`src/rtl/core_pkg.sv`:
```
// rtl/core_pkg.sv - shared opcodes, state encoding and field widths for the core sequencer
package core_pkg;

    localparam int OP_W  = 7;
    localparam int REG_W = 5;

    localparam logic [OP_W-1:0] OP_R     = 7'b0110011;
    localparam logic [OP_W-1:0] OP_IMM   = 7'b0010011;
    localparam logic [OP_W-1:0] OP_LOAD  = 7'b0000011;
    localparam logic [OP_W-1:0] OP_STORE = 7'b0100011;

    localparam logic [2:0] ST_IDLE      = 3'd0;
    localparam logic [2:0] ST_FETCH     = 3'd1;
    localparam logic [2:0] ST_DECODE    = 3'd2;
    localparam logic [2:0] ST_EXECUTE   = 3'd3;
    localparam logic [2:0] ST_MEMORY    = 3'd4;
    localparam logic [2:0] ST_WRITEBACK = 3'd5;
    localparam logic [2:0] ST_HALT      = 3'd6;

    typedef enum logic [2:0] {
        IDLE      = ST_IDLE,
        FETCH     = ST_FETCH,
        DECODE    = ST_DECODE,
        EXECUTE   = ST_EXECUTE,
        MEMORY    = ST_MEMORY,
        WRITEBACK = ST_WRITEBACK,
        HALT      = ST_HALT
    } state_e;

    function automatic logic op_supported(input logic [OP_W-1:0] op);
        return (op == OP_R) || (op == OP_IMM) || (op == OP_LOAD) || (op == OP_STORE);
    endfunction

    function automatic logic op_is_mem(input logic [OP_W-1:0] op);
        return (op == OP_LOAD) || (op == OP_STORE);
    endfunction

endpackage

```
`src/rtl/seq_timer.sv`:
```
// rtl/seq_timer.sv - loadable up-counter with clear and terminal flag for memory waits
module seq_timer #(
    parameter int MEM_TIMEOUT = 16,
    parameter int W           = 8
) (
    input  logic         clk,
    input  logic         reset,
    input  logic         clr,
    input  logic         load,
    input  logic [W-1:0] load_val,
    input  logic         inc,
    output logic         terminal
);

    localparam logic [W-1:0] TERM_VAL = MEM_TIMEOUT[W-1:0];
    localparam logic [W-1:0] ONE      = W'(1);

    logic [W-1:0] count_q;
    logic [W-1:0] count_d;

    assign terminal = (count_q == TERM_VAL);

    // Clear has priority over load; counting saturates at the terminal value
    always_comb begin
        count_d = count_q;
        if (clr) begin
            count_d = '0;
        end else if (load) begin
            count_d = load_val;
        end else if (inc && !terminal) begin
            count_d = count_q + ONE;
        end
    end

    // Counter register
    always_ff @(posedge clk or posedge reset) begin
        if (reset) begin
            count_q <= '0;
        end else begin
            count_q <= count_d;
        end
    end

endmodule

```
`src/rtl/core_sequencer.sv`:
```
// rtl/core_sequencer.sv - multi-cycle fetch/decode/execute/memory/write-back sequencer
module core_sequencer
    import core_pkg::*;
#(
    parameter int MEM_TIMEOUT = 16,
    parameter int CNT_W       = 32
) (
    input  logic              clk,
    input  logic              reset,
    input  logic              run,
    input  logic              halt_req,
    input  logic              instr_valid,
    input  logic [6:0]        operation,
    input  logic              write,
    input  logic [4:0]        rw,
    input  logic              mem_ack,
    output logic              pc_en,
    output logic              ir_en,
    output logic              alu_en,
    output logic              mem_req,
    output logic              mem_we,
    output logic              reg_write,
    output logic              busy,
    output logic [2:0]        state,
    output logic              illegal_op,
    output logic              timeout_err,
    output logic [CNT_W-1:0]  instr_count
);

    localparam logic [CNT_W-1:0] CNT_ONE = CNT_W'(1);

    state_e             state_q, state_d;
    logic               illegal_q, illegal_d;
    logic               timeout_q, timeout_d;
    logic [CNT_W-1:0]   count_q, count_d;
    logic               tmr_clr, tmr_load, tmr_inc, tmr_term;
    state_e             retire_state;

    seq_timer #(
        .MEM_TIMEOUT (MEM_TIMEOUT),
        .W           (8)
    ) u_timer (
        .clk      (clk),
        .reset    (reset),
        .clr      (tmr_clr),
        .load     (tmr_load),
        .load_val (8'd1),
        .inc      (tmr_inc),
        .terminal (tmr_term)
    );

    assign state       = state_q;
    assign busy        = (state_q != IDLE) && (state_q != HALT);
    assign illegal_op  = illegal_q;
    assign timeout_err = timeout_q;
    assign instr_count = count_q;

    // Where an instruction goes once it has retired (or been skipped)
    always_comb begin
        retire_state = IDLE;
        if (halt_req) begin
            retire_state = HALT;
        end else if (run) begin
            retire_state = FETCH;
        end
    end

    // Next-state, strobe decode and timer control
    always_comb begin
        state_d   = state_q;
        illegal_d = illegal_q;
        timeout_d = timeout_q;
        count_d   = count_q;
        pc_en     = 1'b0;
        ir_en     = 1'b0;
        alu_en    = 1'b0;
        mem_req   = 1'b0;
        mem_we    = 1'b0;
        reg_write = 1'b0;
        tmr_load  = 1'b0;
        tmr_inc   = 1'b0;
        case (state_q)
            IDLE: begin
                if (run) begin
                    state_d = FETCH;
                end
            end
            FETCH: begin
                ir_en = instr_valid;
                if (instr_valid) begin
                    state_d = DECODE;
                end
            end
            DECODE: begin
                if (op_supported(operation)) begin
                    state_d = EXECUTE;
                end else begin
                    illegal_d = 1'b1;
                    pc_en     = 1'b1;
                    state_d   = retire_state;
                end
            end
            EXECUTE: begin
                alu_en = 1'b1;
                if (op_is_mem(operation)) begin
                    tmr_load = 1'b1;
                    state_d  = MEMORY;
                end else begin
                    state_d = WRITEBACK;
                end
            end
            MEMORY: begin
                mem_req = 1'b1;
                mem_we  = (operation == OP_STORE);
                tmr_inc = 1'b1;
                // An ack on the terminal cycle still completes normally
                if (mem_ack) begin
                    if (operation == OP_STORE) begin
                        pc_en   = 1'b1;
                        count_d = count_q + CNT_ONE;
                        state_d = retire_state;
                    end else begin
                        state_d = WRITEBACK;
                    end
                end else if (tmr_term) begin
                    timeout_d = 1'b1;
                    state_d   = HALT;
                end
            end
            WRITEBACK: begin
                reg_write = write && (rw != '0);
                pc_en     = 1'b1;
                count_d   = count_q + CNT_ONE;
                state_d   = retire_state;
            end
            HALT: begin
                state_d = HALT;
            end
            default: begin
                state_d = IDLE;
            end
        endcase
        tmr_clr = (state_q != MEMORY) && !tmr_load;
    end

    // Sequencer state, sticky error flags and retire counter
    always_ff @(posedge clk or posedge reset) begin
        if (reset) begin
            state_q   <= IDLE;
            illegal_q <= 1'b0;
            timeout_q <= 1'b0;
            count_q   <= '0;
        end else begin
            state_q   <= state_d;
            illegal_q <= illegal_d;
            timeout_q <= timeout_d;
            count_q   <= count_d;
        end
    end

endmodule

```
`config.mk`:
```
export PLATFORM = sky130hd
export DESIGN_NAME = core_sequencer
export DESIGN_NICKNAME = d
export VERILOG_FILES = /design/src/rtl/core_pkg.sv /design/src/rtl/seq_timer.sv /design/src/rtl/core_sequencer.sv
export SDC_FILE = /design/constraint.sdc
export NUM_CORES = 1
export LEC_CHECK = 0
export BUFFER_PORTS_ARGS = -buffer_cell sky130_fd_sc_hd__clkbuf_2
export CORE_UTILIZATION = 52
export DETAILED_ROUTE_END_ITERATION = 16
export HOLD_SLACK_MARGIN = 0.1
export PLACE_DENSITY_LB_ADDON = 0.15
export SKIP_CTS_REPAIR_TIMING = 1
export SYNTH_ARGS = -nofsm -noshare
export SYNTH_HDL_FRONTEND = slang
export SYNTH_SLANG_ARGS = --single-unit
```
`constraint.sdc`:
```
create_clock -name clk -period 2.2 [get_ports clk]
set_clock_uncertainty 0.15 [all_clocks]
set_input_delay 0.22 -clock clk [delete_from_list [all_inputs] [get_ports clk]]
set_output_delay 0.22 -clock clk [all_outputs]
set_load 0.01 [all_outputs]
```
==> metrics.txt, run 1 <==
CTS root buf clkbuf_8; Setup TNS 0 ns; Yosys reg bits 45; WP data required 1.83 ns; # rows 23; startpoint types flop; CTS H-tree depth 2; clock slew at reported path FFs 0.08 ns; Slew @ Worst Pin 0.563 ns; DP Area 0.00270 sq mm; # diodes 0; top cells by count, synth dfrtp_1, xnor2_1, nand2_1; Final Cycle Share 93.7%; Area growth syn-to-layout 22.2%; Initial Utilization 55.8%; Syn. warnings 0; Slew HR 62.1%; max cap viols 0; Die W 68.7 um; routed vias/inst 5.39; element type at the critical path end output pin; DR WL/cell 13.4 um; final hold vios 0; Post-Syn Area 0.00231 sq mm; Leak Pwr 1.41 nW; CTS tree yes; total number of vias 1897; placement-stage worst setup slack 0.253 ns; GR Overflow Total 0; GPL Wtd Cong 0.811; die height 68.7 um; EDFF count, synth 0; Post-synth top flop dfrtp_1; final instance area 0.00283 sq mm; Final Max Tran Viols 0; Max Fclk 485 MHz; final setup fails 0; clk sinks 45; DRT antenna net count 0; data arrival time of the critical path 1.69 ns; met2 Track Usage GR 34.3%; utilization after layout 68.2%; Seq/Total Area, Yosys 48.7%; syn_nets 253; worst-skew pair later-pin latency 0.30 ns; top cells by area, synth dfrtp_1, xnor2_1, xor2_1; Avg Synthesized Cell Area 10.0 sq um; WS Path Type reg2out; met1 GRT Util 29.8%; post-synth top area cell dfrtp_1; worst min path class in2reg; final worst path period need 2.06 ns; most frequent cell after synthesis dfrtp_1; Port Buffers 62; Layout Nets 323; Inserted Clock Buffers 5; dpl hpwl 3450 um; Synth cell types 38; DR iter-0 viols 70; gr usage total 21.9%; maximum clock path buffer count 2; Cell Pwr Density 815 mW/mm^2; pin count of the biggest net entering global routing 46; DRC 0; Die Area 0.00472 sq mm; final worst slack 0.139 ns; top fanout value on the critical path 10; RSZ-0062 raised after global routing no; first-pass GRT wire length 7580 um; Peak VDD IR 0.582 mV; ys async rst share 100%; status completed; global route hottest layer met2; DR pass1 iterations 4; Syn Inst Count 231; core area 0.00414 sq mm; Top-Level Pins 63; GR Layer Usage met3 4.28%; post-synth top area share 48.7%; Power, Total 2.30 mW; number of global-route vias before repair 1708; wirelength, routed 4720 um; layout cells sized above 1 28.8%; initial antenna violation count 0; fillcell total 344
==> critical path: stages, from the launching register on <==
cell and delay (ns):
dfrtp_1 0.48, or3b_4 0.50, inv_1 0.12, and3_1 0.18, clkbuf_2 0.14
==> cell type report <==
cell class              count  area (sq um)  area share (%)
flip-flops and latches     45          1130            39.9
multi-input cells         173          1140            40.4
inverters                   6          22.5           0.797
clock inverters             2          13.8           0.487
clock buffers               6          82.6            2.92
repair buffers             70           375            13.3
well taps                  50          62.6            2.21
==> metal layers <==
| layer | wire length [um] | part of all wire [%] |
|---|---|---|
| met1 | 2320 | 49 |
| met2 | 2110 | 45 |
| met3 | 215 | 4.6 |
| met4 | 74 | 1.6 |
| met5 | 0 | 0 |
==> layout by cell type, fill, tap and decap left out, types with 2 or more instances in the layout <==
cell type,n
o21ai_0,2
xnor2_1,22
nor4bb_1,2
nor2b_1,2
dlygate4sd3_1,2
buf_4,6
nor2b_2,2
inv_1,5
and4bb_2,2
clkbuf_2,62
ha_1,3
a22oi_1,2
nor4_1,3
nand2_1,19
and3_1,10
nor3_2,2
nor2_1,18
dfrtp_1,45
a21oi_1,10
mux2i_1,2
nand4_1,10
or3_1,2
nand2b_1,3
nand3_1,17
nor3_1,7
clkbuf_8,6
xor2_1,15
and4_1,3
and2_1,3
==> logic make-up after synthesis <==
group | Yosys count | synth area share [%]
AOI/OAI and AO/OA | 21 | 5.63
xor gates and xnor gates | 37 | 14.0
adders and majority gates | 3 | 1.62
buffers and inverters | 13 | 2.22
DFF | 45 | 48.7
muxes | 3 | 1.35
and+or+nand+nor | 109 | 26.5
==> through the flow <==
| stage | hold slack (ns) | std cells |
|---|---|---|
| 6_report | 0.0919 | 352 |
| 5_1_grt | 0.120 | 352 |
| 4_1_cts | -0.0977 | 350 |
| 3_5_place_dp | 0.228 | 342 |
| 3_3_place_gp | 0.218 | 342 |
| 2_1_floorplan | 0.197 | 231 |
==> registers in the layout, summed over array words and instances (netlist names) <==
signal           cells
timeout_err          1
state                3
illegal_op           1
instr_count         32
u_timer.count_q      8
==> final timing paths <==
kind / startpoint / to / slack [ns] / cells after the start
worst max-delay path: state[0]$_DFFE_PP0P_ / mem_we / 0.14 / 4
worst min-delay path: run / state[1]$_DFFE_PP0P_ / 0.09 / 3
worst max register to register: state[2]$_DFFE_PP0P_ / instr_count[28]$_DFFE_PP0P_ / 0.22 / 5
worst min register to register: timeout_err$_DFFE_PP0P_ / timeout_err$_DFFE_PP0P_ / 0.33 / 1
max in group asynchronous: reset / state[2]$_DFFE_PP0P_ / 1.09 / 4
min in group asynchronous: reset / timeout_err$_DFFE_PP0P_ / 0.44 / 4
==> report_power, final <==
part	leakage (nW)	total (mW)	switching [mW]	internal, mW
Combinational	0.748	0.749	0.428	0.321
Clock	0.0512	0.527	0.273	0.255
Sequential	0.611	1.02	0.117	0.908
Total	1.41	2.30	0.818	1.48
No activity file was read; power rests on OpenSTA's default activity.
==> inputs of run 2 (changes only) <==
==> constraint.sdc (replaced) <==
create_clock -name clk -period 2.22 [get_ports clk]
set_clock_uncertainty 0.15 [all_clocks]
set_input_delay 0.222 -clock clk [delete_from_list [all_inputs] [get_ports clk]]
set_output_delay 0.222 -clock clk [all_outputs]
set_load 0.01 [all_outputs]
==> run 2 against run 1 <==
Against the previous run: clock power down 5.9%; via count up 1.3%; design area decreased by 0.80%; first-iteration DRC count rose by 7.1%; clock-buffer cell count fell by 1; global-route usage up 0.34 points; total power decreased by 2.3%; critical path depth did not move; utilization down 0.54 points; worst hold slack gained 0.019 ns; sequential share of layout area grew 0.32 points; cell count down 0.28%; largest power group unchanged.
==> metrics.txt, run 2 (synthesis results as in run 1) <==
worst min path class in2reg; GR Overflow Total 0 (unchanged); crit-path max cell delay 0.50 ns (about the same); dpl cells 342 (unchanged); core area 0.00414 sq mm (unchanged); routed vias/inst 5.48 (+1.6%); final instance area 0.00280 sq mm (-0.80%); number of global-route vias before repair 1694 (-0.82%); final worst slack 0.144 ns (+0.00445 ns); CP max stage cell or3b_4; final setup fails 0 (unchanged); Leak Pwr 1.40 nW (-0.84%); dpl hpwl 3400 um (-1.3%); WP data required 1.85 ns (+0.02 ns); final hold vios 0 (unchanged); worst r2r src u_timer.count_q[0]$_DFFE_PP0P_; Layout Nets 322 (-0.31%); Die Area 0.00472 sq mm (unchanged); R2R Setup Slk 0.27 ns (+0.05 ns); DRT antenna net count 0 (unchanged); Port Buffers 62 (unchanged); DR pass1 iterations 4 (unchanged); end of the critical path mem_we; top fanout value on the critical path 10 (unchanged); Slew @ Worst Pin 0.558 ns (-0.00532 ns); DR WL/cell 13.8 um (+2.6%); Inserted Clock Buffers 5 (unchanged); R2R cell count 7 (+2); CTS root buf clkbuf_8; CTS tree yes; reg2reg end state[1]$_DFFE_PP0P_; wirelength, routed 4830 um (+2.3%); Cell Pwr Density 802 mW/mm^2 (-1.5%); clk sinks 45 (unchanged); register area 0.00113 sq mm (unchanged); fillcell total 342 (-0.58%); # rows 23 (unchanged); total number of vias 1922 (+1.3%); Final Cycle Share 93.5%; DRC 0 (unchanged); Top-Level Pins 63 (unchanged); Area growth syn-to-layout 21.2%; Slew HR 62.8% (+0.70 points); worst-skew pair later-pin latency 0.30 ns (about the same); GPL Wtd Cong 0.807 (-0.46%); die height 68.7 um (unchanged); gr usage total 22.3% (+0.34 points); Die W 68.7 um (unchanged); CP delay by family, top simple AND/OR/NAND/NOR gates; status completed; CTS H-tree depth 2 (unchanged); final worst path period need 2.08 ns; # diodes 0 (unchanged); Final Max Tran Viols 0 (unchanged); placement-stage worst setup slack 0.317 ns (+0.0642 ns); initial antenna violation count 0 (unchanged); most frequent cells in the layout clkbuf_2, dfrtp_1, xnor2_1; Non-Filler Instances 351 (-0.28%); maximum clock path buffer count 2 (unchanged); critical path depth 4 (unchanged); commonest non-fill, non-tap cell in the layout clkbuf_2; WS Path Type reg2out; max reg flops 32 (unchanged); DR iter-0 viols 75 (+7.1%); CP Buf/Inv Count 2 (unchanged); layout cells sized above 1 28.6% (-0.24 points); Peak VDD IR 0.545 mV (-6.3%); pin count of the biggest net entering global routing 46 (unchanged); Max Fclk 482 MHz; element type at the critical path end output pin; startpoint types flop; data arrival time of the critical path 1.70 ns (about the same); DP Area 0.00270 sq mm (unchanged); utilization after layout 67.6% (-0.54 points); clock slew at reported path FFs 0.08 ns (about the same); Setup TNS 0 ns (unchanged); max cap viols 0 (unchanged); CP cell instances or3b_4 -> inv_1 -> and3_1 -> clkbuf_2; Worst Setup SP state[0]$_DFFE_PP0P_; first-pass GRT wire length 7720 um (+1.8%); area occupied by multi-input gates 0.00114 sq mm (-0.22%); Initial Utilization 55.8% (unchanged)
==> run 2: changes by cell type in the layout (fill, tap and decap cells not counted) <==
cell           delta
clkbuf_8          -1
dlygate4sd3_1     -1
nor2b_2           -1
clkinv_2          +1
nor2b_1           +1
clkinv_4          -1
clkinvlp_4        +1
==> run 2: power breakdown <==
group	leakage (nW)	total (mW)	switching (mW)	internal, mW
sequential	0.611	1.02	0.116	0.900
combinational	0.743	0.736	0.421	0.314
clock	0.0439	0.496	0.279	0.217
total	1.40	2.25	0.816	1.43
==> run 2: worst register-to-register path, delay by kind of cell (launching register included) <==
family | cells | cell delay (ns)
buf+inv | 1 | 0.08
fa+ha+maj | 1 | 0.13
flops | 1 | 0.45
simple gates | 2 | 0.59
compound gates | 3 | 0.48
==> run 2: cell type report <==
type / instances / share of cell area, %
inverter: 6 / 0.804
sequential: 45 / 40.2
timing repair buffer: 69 / 13.0
clock buffer: 5 / 2.46
multi-input combinational: 173 / 40.7
tap: 50 / 2.23
clock inverter: 3 / 0.625
==> run 2: routing by layer <==
| metal | up-vias | GRT usage, % | share of wire [%] |
|---|---|---|---|
| met5 | - | 0 | 0 |
| met4 | 0 | 8.59 | 1.2 |
| met1 | 909 | 30.4 | 49 |
| li1 | 951 | - | - |
| met3 | 5 | 4.44 | 4.4 |
| met2 | 57 | 34.7 | 45 |
==> run 2: worst min-delay path by stage <==
stage	from	endpoint	slack, ns	cells after the start
global route	halt_req	state[1]$_DFFE_PP0P_	0.11	3
finish	halt_req	state[1]$_DFFE_PP0P_	0.11	3
CTS	reset	instr_count[20]$_DFFE_PP0P_	-0.1	3
global placement	reset	timeout_err$_DFFE_PP0P_	0.22	3
detailed placement	reset	timeout_err$_DFFE_PP0P_	0.23	3
floorplan	halt_req	state[1]$_DFFE_PP0P_	0.20	2
==> run 2: metrics by stage <==
step / hold WS (ns) / power [mW]
final: 0.111 / 2.25
after detailed placement: 0.233 / 1.74
after global routing: 0.108 / 2.39
after floorplan: 0.199 / 1.49
after global placement: 0.219 / 1.74
after CTS: -0.0970 / 2.25
